===== src/rtl/ser_lane_array.sv =====
// Multi-lane serializer: a shared word counter loads every lane on one edge, and each lane
// emits data, a clock pattern, PRBS7 or zero through a chain of delayed, invertible taps.
module ser_lane_array #(
  parameter int unsigned NUM_LANES  = 4,
  parameter int unsigned WORD_WIDTH = 20,
  parameter int unsigned NUM_TAPS   = 3,
  parameter logic [WORD_WIDTH-1:0] IDLE_WORD = '0
) (
  input  logic                               CLK,
  input  logic                               RST,
  input  logic [NUM_LANES-1:0]               EN_LANE,
  input  logic [NUM_LANES*WORD_WIDTH-1:0]    DATA,
  input  logic [NUM_LANES-1:0]               DATA_VALID,
  input  logic [2*NUM_LANES-1:0]             SEL_OUT,
  input  logic [(NUM_TAPS-1)*NUM_LANES-1:0]  EN_TAP,
  input  logic [(NUM_TAPS-1)*NUM_LANES-1:0]  INV_TAP,
  output logic                               WORD_STB,
  output logic [NUM_LANES-1:0]               UNDERFLOW,
  output logic [NUM_TAPS*NUM_LANES-1:0]      TAP
);

  localparam int unsigned CntW = $clog2(WORD_WIDTH);
  localparam logic [CntW-1:0] CntLast = CntW'(WORD_WIDTH - 1);

  localparam logic [1:0] ModeClk  = 2'd0;
  localparam logic [1:0] ModeData = 2'd1;
  localparam logic [1:0] ModePrbs = 2'd2;

  logic [CntW-1:0] cnt_q;
  logic            load;

  // The last bit cycle of a word doubles as the load strobe for every lane.
  assign load     = (cnt_q == CntLast);
  assign WORD_STB = load;

  always_ff @(posedge CLK or posedge RST) begin
    if (RST) begin
      cnt_q <= '0;
    end else if (load) begin
      cnt_q <= '0;
    end else begin
      cnt_q <= cnt_q + CntW'(1);
    end
  end

  for (genvar l = 0; l < NUM_LANES; l++) begin : g_lane
    logic                  en;
    logic [1:0]            mode;
    logic                  src;
    logic [WORD_WIDTH-1:0] sr_q;
    logic                  tgl_q;
    logic [6:0]            prbs_q;
    logic [NUM_TAPS-1:0]   tap_q;
    logic                  uf_q;

    assign en   = EN_LANE[l];
    assign mode = SEL_OUT[2*l +: 2];

    always_comb begin
      src = 1'b0;
      if (en) begin
        unique case (mode)
          ModeClk:  src = tgl_q;
          ModeData: src = sr_q[0];
          ModePrbs: src = prbs_q[6];
          default:  src = 1'b0;
        endcase
      end
    end

    always_ff @(posedge CLK or posedge RST) begin
      if (RST) begin
        sr_q   <= '0;
        tgl_q  <= 1'b0;
        prbs_q <= '0;
        tap_q  <= '0;
        uf_q   <= 1'b0;
      end else begin
        // The shift register loads regardless of mode so a mode switch stays word aligned.
        if (load) begin
          if (!en) begin
            sr_q <= '0;
          end else if (DATA_VALID[l]) begin
            sr_q <= DATA[l*WORD_WIDTH +: WORD_WIDTH];
          end else begin
            sr_q <= IDLE_WORD;
          end
        end else begin
          sr_q <= sr_q >> 1;
        end

        if (en) begin
          tgl_q <= ~tgl_q;
        end

        // XNOR feedback: all-ones is the lock-up state, unreachable from the zero seed.
        if (en && (mode == ModePrbs)) begin
          prbs_q <= {prbs_q[5:0], ~(prbs_q[6] ^ prbs_q[5])};
        end

        uf_q <= load && en && (mode == ModeData) && !DATA_VALID[l];

        tap_q[0] <= src;
        for (int k = 1; k < NUM_TAPS; k++) begin
          tap_q[k] <= EN_TAP[l*(NUM_TAPS-1) + k - 1]
                    ? (tap_q[k-1] ^ INV_TAP[l*(NUM_TAPS-1) + k - 1]) : 1'b0;
        end
      end
    end

    assign TAP[l*NUM_TAPS +: NUM_TAPS] = tap_q;
    assign UNDERFLOW[l]                = uf_q;
  end

endmodule


===== config.mk =====
export PLATFORM = sky130hd
export DESIGN_NAME = ser_lane_array
export DESIGN_NICKNAME = d
export VERILOG_FILES = /design/src/rtl/ser_lane_array.sv
export SDC_FILE = /design/constraint.sdc
export NUM_CORES = 1
export LEC_CHECK = 0
export CAP_MARGIN = 20
export CORE_MARGIN = 2
export CORE_UTILIZATION = 45
export DETAILED_ROUTE_END_ITERATION = 6
export PLACE_DENSITY = 0.72
export SLEW_MARGIN = 20
export SYNTH_ARGS = -nofsm -noshare
export SYNTH_HDL_FRONTEND = slang
export SYNTH_SLANG_ARGS = --single-unit

===== constraint.sdc =====
create_clock -name CLK -period 6.5 [get_ports CLK]
set_input_delay 0.975 -clock CLK [delete_from_list [all_inputs] [get_ports CLK]]
set_output_delay 0.975 -clock CLK [all_outputs]
set_load 0.02 [all_outputs]

## After elaboration in Yosys (flattened, before gate mapping)

Index checks and enable logic that the tools add are counted.

- Bits in registers: 133
- Bits of input ports: 114
- Logic and storage cells: 104

- Bitwise logic cells: 20
- Equality and inequality tests: 9
- Reductions and logical operators: 24
- Add/sub/neg operators: 1
- Multiplexer cells: 29

Operators with widths:

| kind | number |
|---|---|
| 20-bit 2-to-1 mux | 12 |
| 1-bit logical AND | 16 |
| 1-bit 2-to-1 mux | 12 |
| 1-bit case mux with 3 select lines | 4 |
| 1-bit bitwise XOR | 12 |
| 2-bit by 1-bit == test with 1-bit output (second input constant) | 4 |
| 2-bit == test (second input constant) | 4 |
| 2-bit logical NOT | 4 |
| 1-bit inverter | 8 |
| 5-bit by 1-bit adder with 5-bit output (second input constant) | 1 |
| 5-bit == test (second input constant) | 1 |
| 5-bit 2-to-1 mux | 1 |
| 1-bit logical NOT | 4 |

## Longest topological paths before layout

- Depth in word-level cells: 4
- Gate-level depth with buffers: 8

## Worst setup path after synthesis

No wires, ideal clock.

- Path kind: register to output
- Start point: register cnt_q[0]
- End point: output WORD_STB
- Path buffers: 3
- Data required time: 5.525 ns
- Path slack: 4.371 ns
- Stages on the path, launching flop included: 7
- Arrival: 1.154 ns
- Cell sequence: dfrtp_1 -> ha_1 -> nand4bb_1 -> buf_4 -> inv_2 -> buf_6 -> buf_6

- Cells in the longest elaborated chain, start to end: 1

RTL lines:

| what | line | RTL |
|---|---|---|
| start, declared | 29 | `logic [CntW-1:0] cnt_q;` |
| start signal, assigned | 42 | `cnt_q <= cnt_q + CntW'(1);` |
| 5-bit == test | 33 | `assign load = (cnt_q == CntLast);` |
| end, declared | 17 | `output logic WORD_STB,` |

No other way between the ends.

## Final worst setup path

Ends and elaborated chain as after synthesis.

==> flow_summary.json <==
{
  "slew_headroom_pct": 46.7,
  "row_count": 39,
  "clockPowerShare_pct": 42.4,
  "grt_pass1_wl_um": 17600,
  "tightest_slew_ns": 0.800,
  "endpoint_kind": "output port",
  "cts_tree": "done",
  "finClkSkew_ns": 0.0122,
  "clk_latency_ns": 0.40,
  "ys.warnings.count": 0,
  "fmax_ghz": 0.351,
  "sw_frac_of_total_pct": 23.6,
  "gr-total-overflow": 0,
  "finalSetupViolCount": 0,
  "vias_per_cell": 4.87,
  "cts_buffer_depth": 2,
  "timing.final.crit_period_ns": 2.85,
  "syn_to_final_growth_pct": 36.2,
  "worst-path-buf-inv": 2,
  "post_route_cells_drive_above_1_share_pct": 9.81,
  "holdPathEnd": "g_lane[0].sr_q[14]",
  "hold_viol_final": 0,
  "multi_input_area_mm2": 0.00180,
  "cp_slowest_stage_delay_ns": 0.59,
  "clkSinkCount": 133,
  "cts-resized-gates": 0,
  "finalSetupTns_ns": 0,
  "synth.largest_area_cell": "dfrtp_1",
  "htree_levels": 4,
  "grt_util_all_layers_pct": 17.5,
  "synth.distinct_cells": 22,
  "syn_avg_cell_area_um2": 10.7,
  "fin_crit_sh_pct": 43.8,
  "ctsHoldBuffers": 0,
  "p_per_area_mw_per_mm2": 304,
  "n_antenna_cell": 0,
  "finish.instance_area_mm2": 0.00724,
  "grt_max_degree": 83,
  "wl_per_cell_um": 13.7,
  "peakVddDrop_uv": 219,
  "gp_congestion": 0.780,
  "first_pass_iters": 4,
  "min_path_cells": 2,
  "p_int_w": 0.00168,
  "fin_nets": 734,
  "ff2ff_path_depth": 6,
  "critPathKind": "flip-flop to output port",
  "synth-seq-area-share_pct": 62.6,
  "cap_viol_max_count": 0,
  "routed-via-count": 3771,
  "path_clk_slew_ns": 0.06,
  "synth_enable_flop_cells": 0,
  "p_leak_nw": 3.56,
  "r2r-end": "g_lane[0].sr_q[7]",
  "first_iter_violations": 168,
  "worst-path-stages": 4,
  "path_cells": "ha_1 -> nand4bb_4 -> inv_2 -> clkdlybuf4s50_1",
  "die_h_um": 113,
  "rrSetupSlack_ns": 4.60,
  "finalMaxSlewViolations": 0,
  "p_comb_share_pct": 11.9,
  "path_max_fanout": 4,
  "status": "finished clean",
  "p_switching_w": 0.000519,
  "cp_top_family": "buffers and inverters",
  "synth.area.top_cells": "dfrtp_1 (63%), nand2_1 (11%), nand3_1 (7.2%)",
  "min_path_type": "flip-flop to flip-flop",
  "r2r-start": "cnt_q[0]",
  "cp_data_required_time_ns": 5.52,
  "dieArea_mm2": 0.0127,
  "wirelength_um": 10600,
  "critPathLaunchType": "flip-flop",
  "rsz0062_at_grt": "false",
  "hpwl_um": 7100,
  "portBuffers": 130,
  "ys_seq_elements": 133,
  "drcViolationCount": 0,
  "netlist.area_leader.share_pct": 62.6,
  "seq_area_mm2": 0.00333,
  "pwr-share-seq_pct": 45.7,
  "syn_inst": 497,
  "nFillCells": 900,
  "async_flop_share_pct": 100,
  "antenna_found_initial": 0,
  "slowest_stage": "clkdlybuf4s50_1",
  "placed_cell_area_mm2": 0.00665,
  "syn_nets": 612,
  "clockRootBuffer": "clkbuf_16",
  "synth.most_common_cell": "nand2_1",
  "coreArea_mm2": 0.0115,
  "ys_top_cells_by_count": "nand2_1 (157), dfrtp_1 (133), nand3_1 (77)",
  "cts_made_buffers": 17,
  "start_util_pct": 46.4,
  "ys.flop_type": "dfrtp_1",
  "fp.dieW_um": 113,
  "hp-start": "g_lane[0].sr_q[15]",
  "post_cts_buffers": 0,
  "grt_pass1_vias": 3883,
  "synth_area_mm2": 0.00532,
  "io_pins": 131,
  "ant_nets": 0,
  "crit_arrival_ns": 1.87
}
[worst register-to-register path: cells and delay by family, from the launching register on]
kind	cells	cell delay, ns
adders and majority gates	1	0.28
buffers and inverters	2	0.69
DFF	1	0.37
and+or+nand+nor	3	0.50
[power groups by stage]
stage	Sequential, W	Combinational (W)	Clock (W)
after floorplan	0.00101	0.000136	0
after global placement	0.00101	0.000253	0
after detailed placement	0.00102	0.000264	0
after CTS	0.00101	0.000266	0.000956
after global routing	0.00102	0.000290	0.000995
final	0.00100	0.000261	0.000933
[how the worst max path moves through the flow]
| stage | from | end |
|---|---|---|
| floorplan | RST | cnt_q[0] |
| global placement | RST | g_lane[2].tgl_q |
| detailed placement | RST | g_lane[2].sr_q[13] |
| CTS | cnt_q[0] | WORD_STB |
| global route | cnt_q[0] | WORD_STB |
| finish | cnt_q[0] | WORD_STB |
[area by class of cell]
class	instances	share of cell area, %
clock buffers	18	6.07
clock inverters	14	2.13
inverters	3	0.225
multi-input cells	331	24.9
flip-flops and latches	133	46.0
well taps	143	2.47
repair buffers	133	18.3
[cells in the final DEF, fill, tap and decap left out, drive strengths merged, types with 8 or more instances in the layout]
master,count
nand3,77
mux2,24
xor2,16
clkbuf,18
nand3b,8
dfrtp,133
o21ai,9
clkdlybuf4s50,130
and2,16
nand2,157
[cell families after synthesis]
logic type,count (synthesis),synth area share [%]
fa+ha+maj,1,0.235
simple gates,273,23.3
xor+xnor,18,2.97
mux,29,6.02
compound gates,10,1.01
buf+inv,33,3.86
flops,133,62.6
[per-stage QoR]
| stage | setup slack (ns) | utilization [%] | power [W] | cells | hold WS [ns] |
|---|---|---|---|---|---|
| 6_report | 3.65 | 63.1 | 0.00220 | 775 | 0.428 |
| 2_1_floorplan | 1.97 | - | 0.00115 | 497 | 0.414 |
| 3_5_place_dp | 3.71 | 58.0 | 0.00128 | 743 | 0.422 |
| 4_1_cts | 3.62 | 63.1 | 0.00223 | 775 | 0.437 |
| 5_1_grt | 3.56 | 63.1 | 0.00230 | 775 | 0.451 |
| 3_3_place_gp | 3.75 | 58.0 | 0.00126 | 743 | 0.417 |
[layer usage]
| metal | GRT usage, % | share of wire [%] | vias up |
|---|---|---|---|
| met5 | 0 | 0 | - |
| met4 | 4.88 | 0.66 | 0 |
| met3 | 5.30 | 4.6 | 4 |
| met2 | 29.5 | 51 | 91 |
| met1 | 22.1 | 44 | 1814 |
| li1 | - | - | 1862 |
[flip-flops by register name, summed over array words and instances, names as in the netlist]
name           count
cnt_q              5
g_lane.prbs_q     28
g_lane.sr_q       80
g_lane.tap_q      12
g_lane.tgl_q       4
g_lane.uf_q        4
Power figures use the tool's default switching activity.
